<file path="config.mk">
export PLATFORM = sky130hd
export DESIGN_NAME = mac_operand_sequencer
export DESIGN_NICKNAME = d
export VERILOG_FILES = /design/src/rtl/mac_operand_sequencer.sv
export SDC_FILE = /design/constraint.sdc
export NUM_CORES = 1
export LEC_CHECK = 0
export CAP_MARGIN = 20
export CORE_ASPECT_RATIO = 1.1
export CORE_MARGIN = 3
export CORE_UTILIZATION = 40
export CTS_BUF_LIST = sky130_fd_sc_hd__clkbuf_4
export DETAILED_ROUTE_END_ITERATION = 8
export PLACE_DENSITY = 0.58
export SYNTH_ARGS = -nofsm -noshare
export SYNTH_HDL_FRONTEND = slang
export SYNTH_SLANG_ARGS = --single-unit
</file>
<file path="constraint.sdc">
create_clock -name clk -period 3.5 [get_ports clk]
set_clock_uncertainty 0.05 [all_clocks]
set_input_delay 0.35 -clock clk [delete_from_list [all_inputs] [get_ports clk]]
set_output_delay 0.35 -clock clk [all_outputs]
set_load 0.01 [all_outputs]
</file>
<file path="src/rtl/mac_operand_sequencer.sv">
// Operand buffer that feeds a MAC: collects up to DEPTH (a,b) pairs, then on start
// clears the accumulator and streams one pair per clock, pulsing done at the end.
module mac_operand_sequencer #(
    parameter int OP_WIDTH  = 2,
    parameter int DEPTH     = 4,
    parameter int CNT_WIDTH = 3
) (
    input  logic                 clk,
    input  logic                 reset,
    input  logic                 wr_en,
    input  logic [OP_WIDTH-1:0]  wr_a,
    input  logic [OP_WIDTH-1:0]  wr_b,
    output logic                 wr_ready,
    input  logic                 start,
    output logic                 busy,
    output logic                 done,
    output logic [CNT_WIDTH-1:0] fill,
    output logic [OP_WIDTH-1:0]  mac_a,
    output logic [OP_WIDTH-1:0]  mac_b,
    output logic                 mac_run,
    output logic                 mac_clear
);

    localparam int AW = (DEPTH > 1) ? $clog2(DEPTH) : 1;
    localparam logic [CNT_WIDTH-1:0] DEPTH_C = CNT_WIDTH'(DEPTH);

    typedef enum logic [1:0] {
        S_IDLE,
        S_CLEAR,
        S_STREAM,
        S_DONE
    } state_t;

    state_t                  state;
    logic [CNT_WIDTH-1:0]    idx;
    logic [CNT_WIDTH-1:0]    n_pairs;
    logic [2*OP_WIDTH-1:0]   buf_mem [DEPTH];
    logic                    accept;
    logic [CNT_WIDTH-1:0]    eff_fill;

    // Handshake: a pair is taken on a rising edge where wr_en and wr_ready are both high.
    assign accept   = (state == S_IDLE) && wr_en && wr_ready;
    assign eff_fill = fill + CNT_WIDTH'(accept);

    // Buffer contents need no reset; only entries below fill are ever read.
    always_ff @(posedge clk) begin
        if (accept) begin
            buf_mem[fill[AW-1:0]] <= {wr_a, wr_b};
        end
    end

    always_ff @(posedge clk or negedge reset) begin
        if (!reset) begin
            state     <= S_IDLE;
            fill      <= '0;
            idx       <= '0;
            n_pairs   <= '0;
            wr_ready  <= 1'b0;
            busy      <= 1'b0;
            done      <= 1'b0;
            mac_a     <= '0;
            mac_b     <= '0;
            mac_run   <= 1'b0;
            mac_clear <= 1'b0;
        end else begin
            case (state)
                S_IDLE: begin
                    fill <= eff_fill;
                    if (start && (eff_fill != '0)) begin
                        state     <= S_CLEAR;
                        n_pairs   <= eff_fill;
                        busy      <= 1'b1;
                        wr_ready  <= 1'b0;
                        mac_clear <= 1'b1;
                    end else begin
                        wr_ready  <= (eff_fill < DEPTH_C);
                    end
                end
                S_CLEAR: begin
                    // First pair is presented straight out of CLEAR so STREAM lasts exactly N cycles.
                    state     <= S_STREAM;
                    mac_clear <= 1'b0;
                    mac_run   <= 1'b1;
                    {mac_a, mac_b} <= buf_mem[0];
                    idx       <= CNT_WIDTH'(1);
                end
                S_STREAM: begin
                    if (idx == n_pairs) begin
                        state   <= S_DONE;
                        mac_run <= 1'b0;
                        mac_a   <= '0;
                        mac_b   <= '0;
                        done    <= 1'b1;
                    end else begin
                        {mac_a, mac_b} <= buf_mem[idx[AW-1:0]];
                        idx     <= idx + CNT_WIDTH'(1);
                    end
                end
                S_DONE: begin
                    state    <= S_IDLE;
                    done     <= 1'b0;
                    busy     <= 1'b0;
                    fill     <= '0;
                    idx      <= '0;
                    wr_ready <= 1'b1;
                end
                default: begin
                    state <= S_IDLE;
                end
            endcase
        end
    end

endmodule

</file>
==> results of run 1 <==
[metrics by stage]
stage / cells / setup WS (ns) / area, um^2 / util [%]
detailed placement: 200 / 0.814 / 1930 / 47.7
global route: 208 / 0.634 / 1990 / 49.0
finish: 208 / 0.789 / 1990 / 49.0
global placement: 200 / 0.934 / 1930 / 47.7
CTS: 208 / 0.789 / 1990 / 49.0
floorplan: 135 / 1.06 / 1710 / -
[registers in the layout, indices dropped and copies added (netlist names)]
register and cells:
mac_clear 1, mac_a 2, wr_ready 1, busy 1, buf_mem 16, n_pairs 3
mac_run 1, idx 3, done 1, state 2, mac_b 2, fill 3
[report_power, final]
part           leakage, nW  internal (mW)  switching, mW
logic                0.358          0.392          0.415
registers            0.388          0.558          0.111
clock network       0.0307         0.0822          0.140
[cell families (layout without fill, tap and decap cells)]
logic type / count (synthesis) / after routing / share of synthesized area (%)
mux: 11 / 11 / 9.86
simple gates: 34 / 34 / 9.50
flops: 36 / 36 / 57.3
fa+ha+maj: 8 / 8 / 5.84
buf+inv: 14 / 35 / 3.80
compound gates: 28 / 28 / 11.2
xor+xnor: 4 / 4 / 2.48
[final timing paths]
check                         start  depth (start not counted)  endpoint  slack (ns)
setup reg to reg           state[0]                         10  state[1]        0.79
hold / removal                reset                          1      busy        0.47
min in group clk               busy                          2      busy        0.47
setup / recovery           state[0]                         10  state[1]        0.79
max in group asynchronous     reset                          1  mac_a[1]        2.34
hold reg to reg                busy                          2      busy        0.47
[worst max-delay path: stages (launching register included)]
cell and delay [ns]:
sky130_fd_sc_hd__dfrtp_1 0.42, sky130_fd_sc_hd__inv_1 0.10, sky130_fd_sc_hd__ha_1 0.28, sky130_fd_sc_hd__nand3_1 0.15
sky130_fd_sc_hd__inv_1 0.08, sky130_fd_sc_hd__ha_1 0.18, sky130_fd_sc_hd__ha_1 0.36, sky130_fd_sc_hd__or3b_1 0.39
sky130_fd_sc_hd__o22ai_2 0.20, sky130_fd_sc_hd__a21oi_2 0.08, sky130_fd_sc_hd__mux2_4 0.32
[area by class of cell]
cell class,instances,share of cell area (%)
Clock buffer,6,2.27
Clock inverter,2,0.378
Inverter,8,1.51
Multi-Input combinational cell,85,33.6
Sequential cell,36,49.4
Tap cell,52,3.28
Timing Repair Buffer,19,9.58
[cells in the mapped netlist (2+ instances only)]
master | count | share of area, %
sky130_fd_sc_hd__nor3_1 | 3 | 0.88
sky130_fd_sc_hd__o21ai_0 | 9 | 2.6
sky130_fd_sc_hd__a21oi_1 | 7 | 2.0
sky130_fd_sc_hd__clkbuf_1 | 2 | 0.44
sky130_fd_sc_hd__inv_1 | 8 | 1.8
sky130_fd_sc_hd__xnor2_1 | 3 | 1.5
sky130_fd_sc_hd__nor2b_1 | 4 | 1.5
sky130_fd_sc_hd__nor2_1 | 11 | 2.4
sky130_fd_sc_hd__dfrtp_1 | 20 | 29
sky130_fd_sc_hd__mux4_2 | 4 | 5.3
sky130_fd_sc_hd__nand3_1 | 2 | 0.58
sky130_fd_sc_hd__mux2i_1 | 3 | 1.8
sky130_fd_sc_hd__mux2_2 | 3 | 2.0
sky130_fd_sc_hd__buf_4 | 3 | 1.3
sky130_fd_sc_hd__a31oi_1 | 5 | 1.8
sky130_fd_sc_hd__edfxtp_1 | 16 | 28
sky130_fd_sc_hd__nand2_1 | 9 | 2.0
sky130_fd_sc_hd__ha_1 | 8 | 5.8
[routing by layer]
metal / global-route usage (%) / part of all wire, % / vias to the layer above
met4: 7.28 / 2.0 / 0
met2: 26.6 / 51 / 13
met3: 5.37 / 3.4 / 6
met1: 17.8 / 44 / 530
li1: - / - / 530
met5: 0 / 0 / -
==> reports/results.env, run 1 <==
STATUS='finished, final reports clean'
INITIAL_UTILIZATION_PCT=42.3
YOSYSUNIQUECELLTYPES=33
PERIOD_NEEDED_NS=2.71
REQUIRED_NS=3.69
PEAKVDDDROP_mV=0.275
DIEHEIGHT_UM=74.6
ANTENNA_FOUND_INITIAL=0
DESIGN.DIE.AREA_UM2=5100
WIRE_PER_INST_UM=15.4
SYNTH-SEQ-AREA-SHARE_PCT=57.3
CLOCK_INSERTION_DELAY_WORST_SKEW_NS=0.34
YS_SEQ_ELEMENTS=36
BUFFER_PORTS.INSERTED=19
ANTENNA_LEFT=0
HPWLAFTERDP_UM=2280
SEQ_AREA_UM2=981
PLACEMENT_ROWS=24
RELSLEWSLACK_PCT=36.2
SYNTH.YOSYS.WARNINGS=0
POWER_DENSITY_nW_PER_UM2=855
POST_CTS.REPAIR.SETUP_BUFFERS=0
ROUTED_WL_UM=3210
NUMBER_OF_BUFFERS_INSERTED_BY_HOLD_REPAIR_AT_CTS=0
CRITICALPATHCATEGORY='flop to flop'
N_FILL_CELL=368
POSTSYNTHCELLCOUNT=135
PLACEABLECOREAREA_UM2=4050
GLOBAL_ROUTE.OVERFLOW_TOTAL=0
CTS.ROOT.BUFFER_CELL='sky130_fd_sc_hd__clkbuf_4'
STARTPOINT_TYPE='flop'
HOLD_PATH.CLASS='input port to asynchronous set/reset pin'
PATH_CLK_SLEW_NS=0.11
POWER_mW=1.70
MOSTFREQUENTLAYOUTCELL='sky130_fd_sc_hd__dfrtp_1'
POST_CTS_RESIZE_COUNT=0
CTS_SINKS=36
GRT_FIRST_PASS_WIRELENGTH_UM=5620
DRT_PASS1_ITERATIONS=4
CTS-BUFFERS-INSERTED=5
GP_CONGESTION=0.691
DRT-VIAS-PER-INSTANCE=5.19
CRITICAL_PATH_PEAK_FANOUT=5
LAYOUT_COMMON_CELLS='20 x sky130_fd_sc_hd__dfrtp_1, 19 x sky130_fd_sc_hd__clkdlybuf4s50_1, 16 x sky130_fd_sc_hd__edfxtp_1'
FINAL_NET_COUNT=171
MAX_FREQ_MHz=369
ANTENNA-DIODE-COUNT=0
SYNTH.AVG_CELL_AREA_UM2=12.7
FIN_SETUP_TNS_NS=0
FRACTION_OF_REGISTERS_WITH_ASYNC_SET_RESET_PCT=55.6
DRIVE_ABOVE_1_SHARE_PCT=11.5
TIMING.FINAL.SETUP_VIOLATIONS=0
HOLD_SLACK_NS=0.470
SYN_TO_FINAL_GROWTH_PCT=15.9
CAP_VIOL_MAX_COUNT=0
GRT_USAGE_PCT=15.8
IOS=20
CRITPATHCAPTURETYPE='flop'
CRITICAL_PATH_AT_NS=2.90
FIN_CRIT_SH_PCT=77.4
CLK_PATH_BUF_DEPTH=2
FINAL_HOLD_VIOL_COUNT=0
LEAKAGEPOWER_nW=0.777
SYNTH_ENABLE_FLOP_CELLS=16
FIRST_GLOBAL_VIAS=1129
FINALMAXSLEWVIOLATIONS=0
ROUTED-VIA-COUNT=1079
SYNTH-MAIN-FF-CELL='sky130_fd_sc_hd__dfrtp_1'
CLOCK_TREE_FROM_TRITONCTS='yes'
POST-ROUTE-DRC-COUNT=0
DRT_FIRST_ITER_VIOLATIONS=59
DIE_WIDTH_UM=68.4
GRT_SETUP_UNREPAIRED='false'
TIMING_WORST_SLEW_PIN_VALUE_NS=0.954
SYNTHESIS.NETS=151
NETLIST_AREA_BEFORE_PLACEMENT_UM2=1710
LARGEST_NET_DEGREE_AT_THE_START_OF_GLOBAL_ROUTING=21
HTREEDEPTH=2
MULTI_INPUT_AREA_UM2=667
(Power assumes the default switching activity.)
==> inputs of run 2 (changes only) <==
==> constraint.sdc (replaced) <==
create_clock -name clk -period 2.85 [get_ports clk]
set_clock_uncertainty 0.05 [all_clocks]
set_input_delay 0.285 -clock clk [delete_from_list [all_inputs] [get_ports clk]]
set_output_delay 0.285 -clock clk [all_outputs]
set_load 0.01 [all_outputs]
==> run 2 against run 1 <==
Critical path depth did not move; register-to-register slack got worse by 0.61 ns; fmax rose by 1.7%; sequential share of layout area fell by 0.093 points; wire length fell by 1.1%; via count barely moved; non-clock buffer count did not move; sequential power rose by 23%; clock-buffer cell count did not move; clock power rose by 22%; highest routed layer unchanged.
==> reports/results.env, run 2 (same netlist as run 1, synthesis figures left out) <==
INTERNAL-POWER_mW=1.27
CRITICALPATHCATEGORY='flop to flop'
DRT_FIRST_ITER_VIOLATIONS=45
SETUP_SLACK_AFTER_PLACEMENT_NS=0.206
SWITCHING_COMPONENT_OF_THE_POWER_mW=0.817
CLK_PATH_BUF_DEPTH=2
FINAL_HOLD_VIOL_COUNT=0
STATUS='finished, final reports clean'
MAX_FREQ_MHz=375
IOS=20
PATH_CLK_SLEW_NS=0.11
FINAL_CRITICAL_PATH_SETUP_SLACK_NS=0.184
PEAKVDDDROP_mV=0.353
RELSLEWSLACK_PCT=38.4
INITIAL_UTILIZATION_PCT=42.3
RR_ENDPOINT='state[1]'
DRT_PASS1_ITERATIONS=5
PLACEMENT_ROWS=24
PART_OF_THE_POWER_IN_THE_CLOCK_NETWORK_PCT=12.9
SEQ_PWR_SHARE_PCT=39.4
LAYOUT_COMMON_CELLS='20 x sky130_fd_sc_hd__dfrtp_1, 19 x sky130_fd_sc_hd__clkdlybuf4s50_1, 16 x sky130_fd_sc_hd__edfxtp_1'
CRIT_PATH_CELL_TRACE='inv_1 -> ha_1 -> nand3_1 -> inv_1 -> ha_1 -> ha_1 -> or3b_1 -> o22ai_2 -> a21oi_2 -> mux2_4'
MAX_REG_FLOPS=16
CAP_VIOL_MAX_COUNT=0
TIMING_WORST_SLEW_PIN_VALUE_NS=0.922
HIGHEST_DELAY_CELL_ALONG_THE_CRITICAL_PATH='sky130_fd_sc_hd__dfrtp_1'
REQUIRED_NS=3.02
FINALMAXSLEWVIOLATIONS=0
MULTI_INPUT_AREA_UM2=667
POST_CTS_RESIZE_COUNT=0
ROUTED_WL_UM=3180
SYN_TO_FINAL_GROWTH_PCT=16.1
GLOBAL_ROUTE.OVERFLOW_TOTAL=0
POST-ROUTE-DRC-COUNT=0
TIMING.RR.START='state[1]'
CLOCK_TREE_FROM_TRITONCTS='yes'
REG2REG_SETUP_SLACK_NS=0.18
CLOCK_INSERTION_DELAY_WORST_SKEW_NS=0.33
TIMING.FINAL.SETUP_VIOLATIONS=0
GRT_FIRST_PASS_WIRELENGTH_UM=5350
FIRST_GLOBAL_VIAS=1092
DIE_WIDTH_UM=68.4
POWER_SWITCHING_SHARE_PCT=39.1
DRIVE_ABOVE_1_SHARE_PCT=12.2
DIEHEIGHT_UM=74.6
FIN_SETUP_TNS_NS=0
CTS.ROOT.BUFFER_CELL='sky130_fd_sc_hd__clkbuf_4'
GP_CONGESTION=0.720
NUMBER_OF_BUFFERS_INSERTED_BY_HOLD_REPAIR_AT_CTS=0
PLACEABLECOREAREA_UM2=4050
POWER_DENSITY_nW_PER_UM2=1050
CTS_SINKS=36
CTS-BUFFERS-INSERTED=5
POWER_FRAC_COMB_PCT=47.7
ANTENNA-DIODE-COUNT=0
GRT_SETUP_UNREPAIRED='false'
LEAKAGEPOWER_nW=0.776
HPWLAFTERDP_UM=2320
TIMING.CRITICAL_PATH.SLOWEST_CELL_DELAY_NS=0.43
SEQ_AREA_UM2=981
ROUTED-VIA-COUNT=1078
BUFFER_PORTS.INSERTED=19
HOLD_SLACK_NS=0.407
WORST_PATH_MOST_REPEATED_CELL='sky130_fd_sc_hd__ha_1'
DRT-VIAS-PER-INSTANCE=5.18
REG2REGPATHDEPTH=10
ANTENNA_LEFT=0
FINAL_NET_COUNT=171
PERIOD_NEEDED_NS=2.67
CRITPATHCAPTURETYPE='flop'
FIN_CRIT_SH_PCT=93.6
STARTPOINT_TYPE='flop'
HOLD_PATH.CLASS='input port to asynchronous set/reset pin'
CRITICAL_PATH_AT_NS=2.84
POST_CTS.REPAIR.SETUP_BUFFERS=0
GRT_USAGE_PCT=14.6
CRITICAL_PATH_PEAK_FANOUT=5
HTREEDEPTH=2
DESIGN.DIE.AREA_UM2=5100
WIRE_PER_INST_UM=15.3
LARGEST_NET_DEGREE_AT_THE_START_OF_GLOBAL_ROUTING=21
N_FILL_CELL=374
ANTENNA_FOUND_INITIAL=0
MOSTFREQUENTLAYOUTCELL='sky130_fd_sc_hd__dfrtp_1'
[run 2: worst max-delay path by stage]
stage          slack (ns)  cells after the start        to     start
3_5_place_dp         0.21                     10  state[1]  state[1]
5_1_grt              0.06                     10  state[1]  state[1]
3_3_place_gp         0.29                     10  state[1]  state[0]
2_1_floorplan        0.41                     10  state[1]  state[0]
4_1_cts              0.19                     10  state[1]  state[1]
6_report             0.18                     10  state[1]  state[1]
[run 2: final cells by class]
class,instances,area share [%]
flip-flops and latches,36,49.3
clock buffers,6,2.26
multi-input cells,85,33.5
inverters,8,1.51
repair buffers,19,9.56
well taps,52,3.27
clock inverters,2,0.566
[run 2: routing by layer]
layer / share of wire (%) / wire, um / vias to the layer above / track usage (%)
met4: 1.1 / 34 / 0 / 4.64
li1: - / - / 532 / -
met3: 3.3 / 106 / 5 / 4.48
met2: 53 / 1680 / 19 / 25.6
met1: 43 / 1350 / 522 / 16.9
met5: 0 / 0 / - / 0
[run 2: critical path: cells and delay by family, from the launching register on]
family	cells	cell delay (ns)
flip-flops	1	0.43
multiplexers	1	0.32
adder cells (fa/ha/maj)	3	0.80
buffers and inverters	2	0.18
AND/OR/NAND/NOR	2	0.54
AO/OA/AOI/OAI	2	0.25
[run 2: power by group through the flow]
| stage | registers [mW] | logic [mW] | clock network (mW) |
|---|---|---|---|
| after floorplan | 0.825 | 0.705 | 0 |
| after global routing | 0.849 | 1.11 | 0.306 |
| after CTS | 0.827 | 1.01 | 0.282 |
| after detailed placement | 0.839 | 1.01 | 0 |
| after global placement | 0.830 | 0.980 | 0 |
| final | 0.823 | 0.995 | 0.270 |
[run 2: through the flow]
| stage | instances | cell area (um^2) | power (mW) | utilization, % |
|---|---|---|---|---|
| 5_1_grt | 208 | 1990 | 2.27 | 49.1 |
| 6_report | 208 | 1990 | 2.09 | 49.1 |
| 4_1_cts | 208 | 1990 | 2.12 | 49.1 |
| 2_1_floorplan | 135 | 1710 | 1.53 | - |
| 3_5_place_dp | 200 | 1930 | 1.85 | 47.7 |
| 3_3_place_gp | 200 | 1930 | 1.81 | 47.7 |
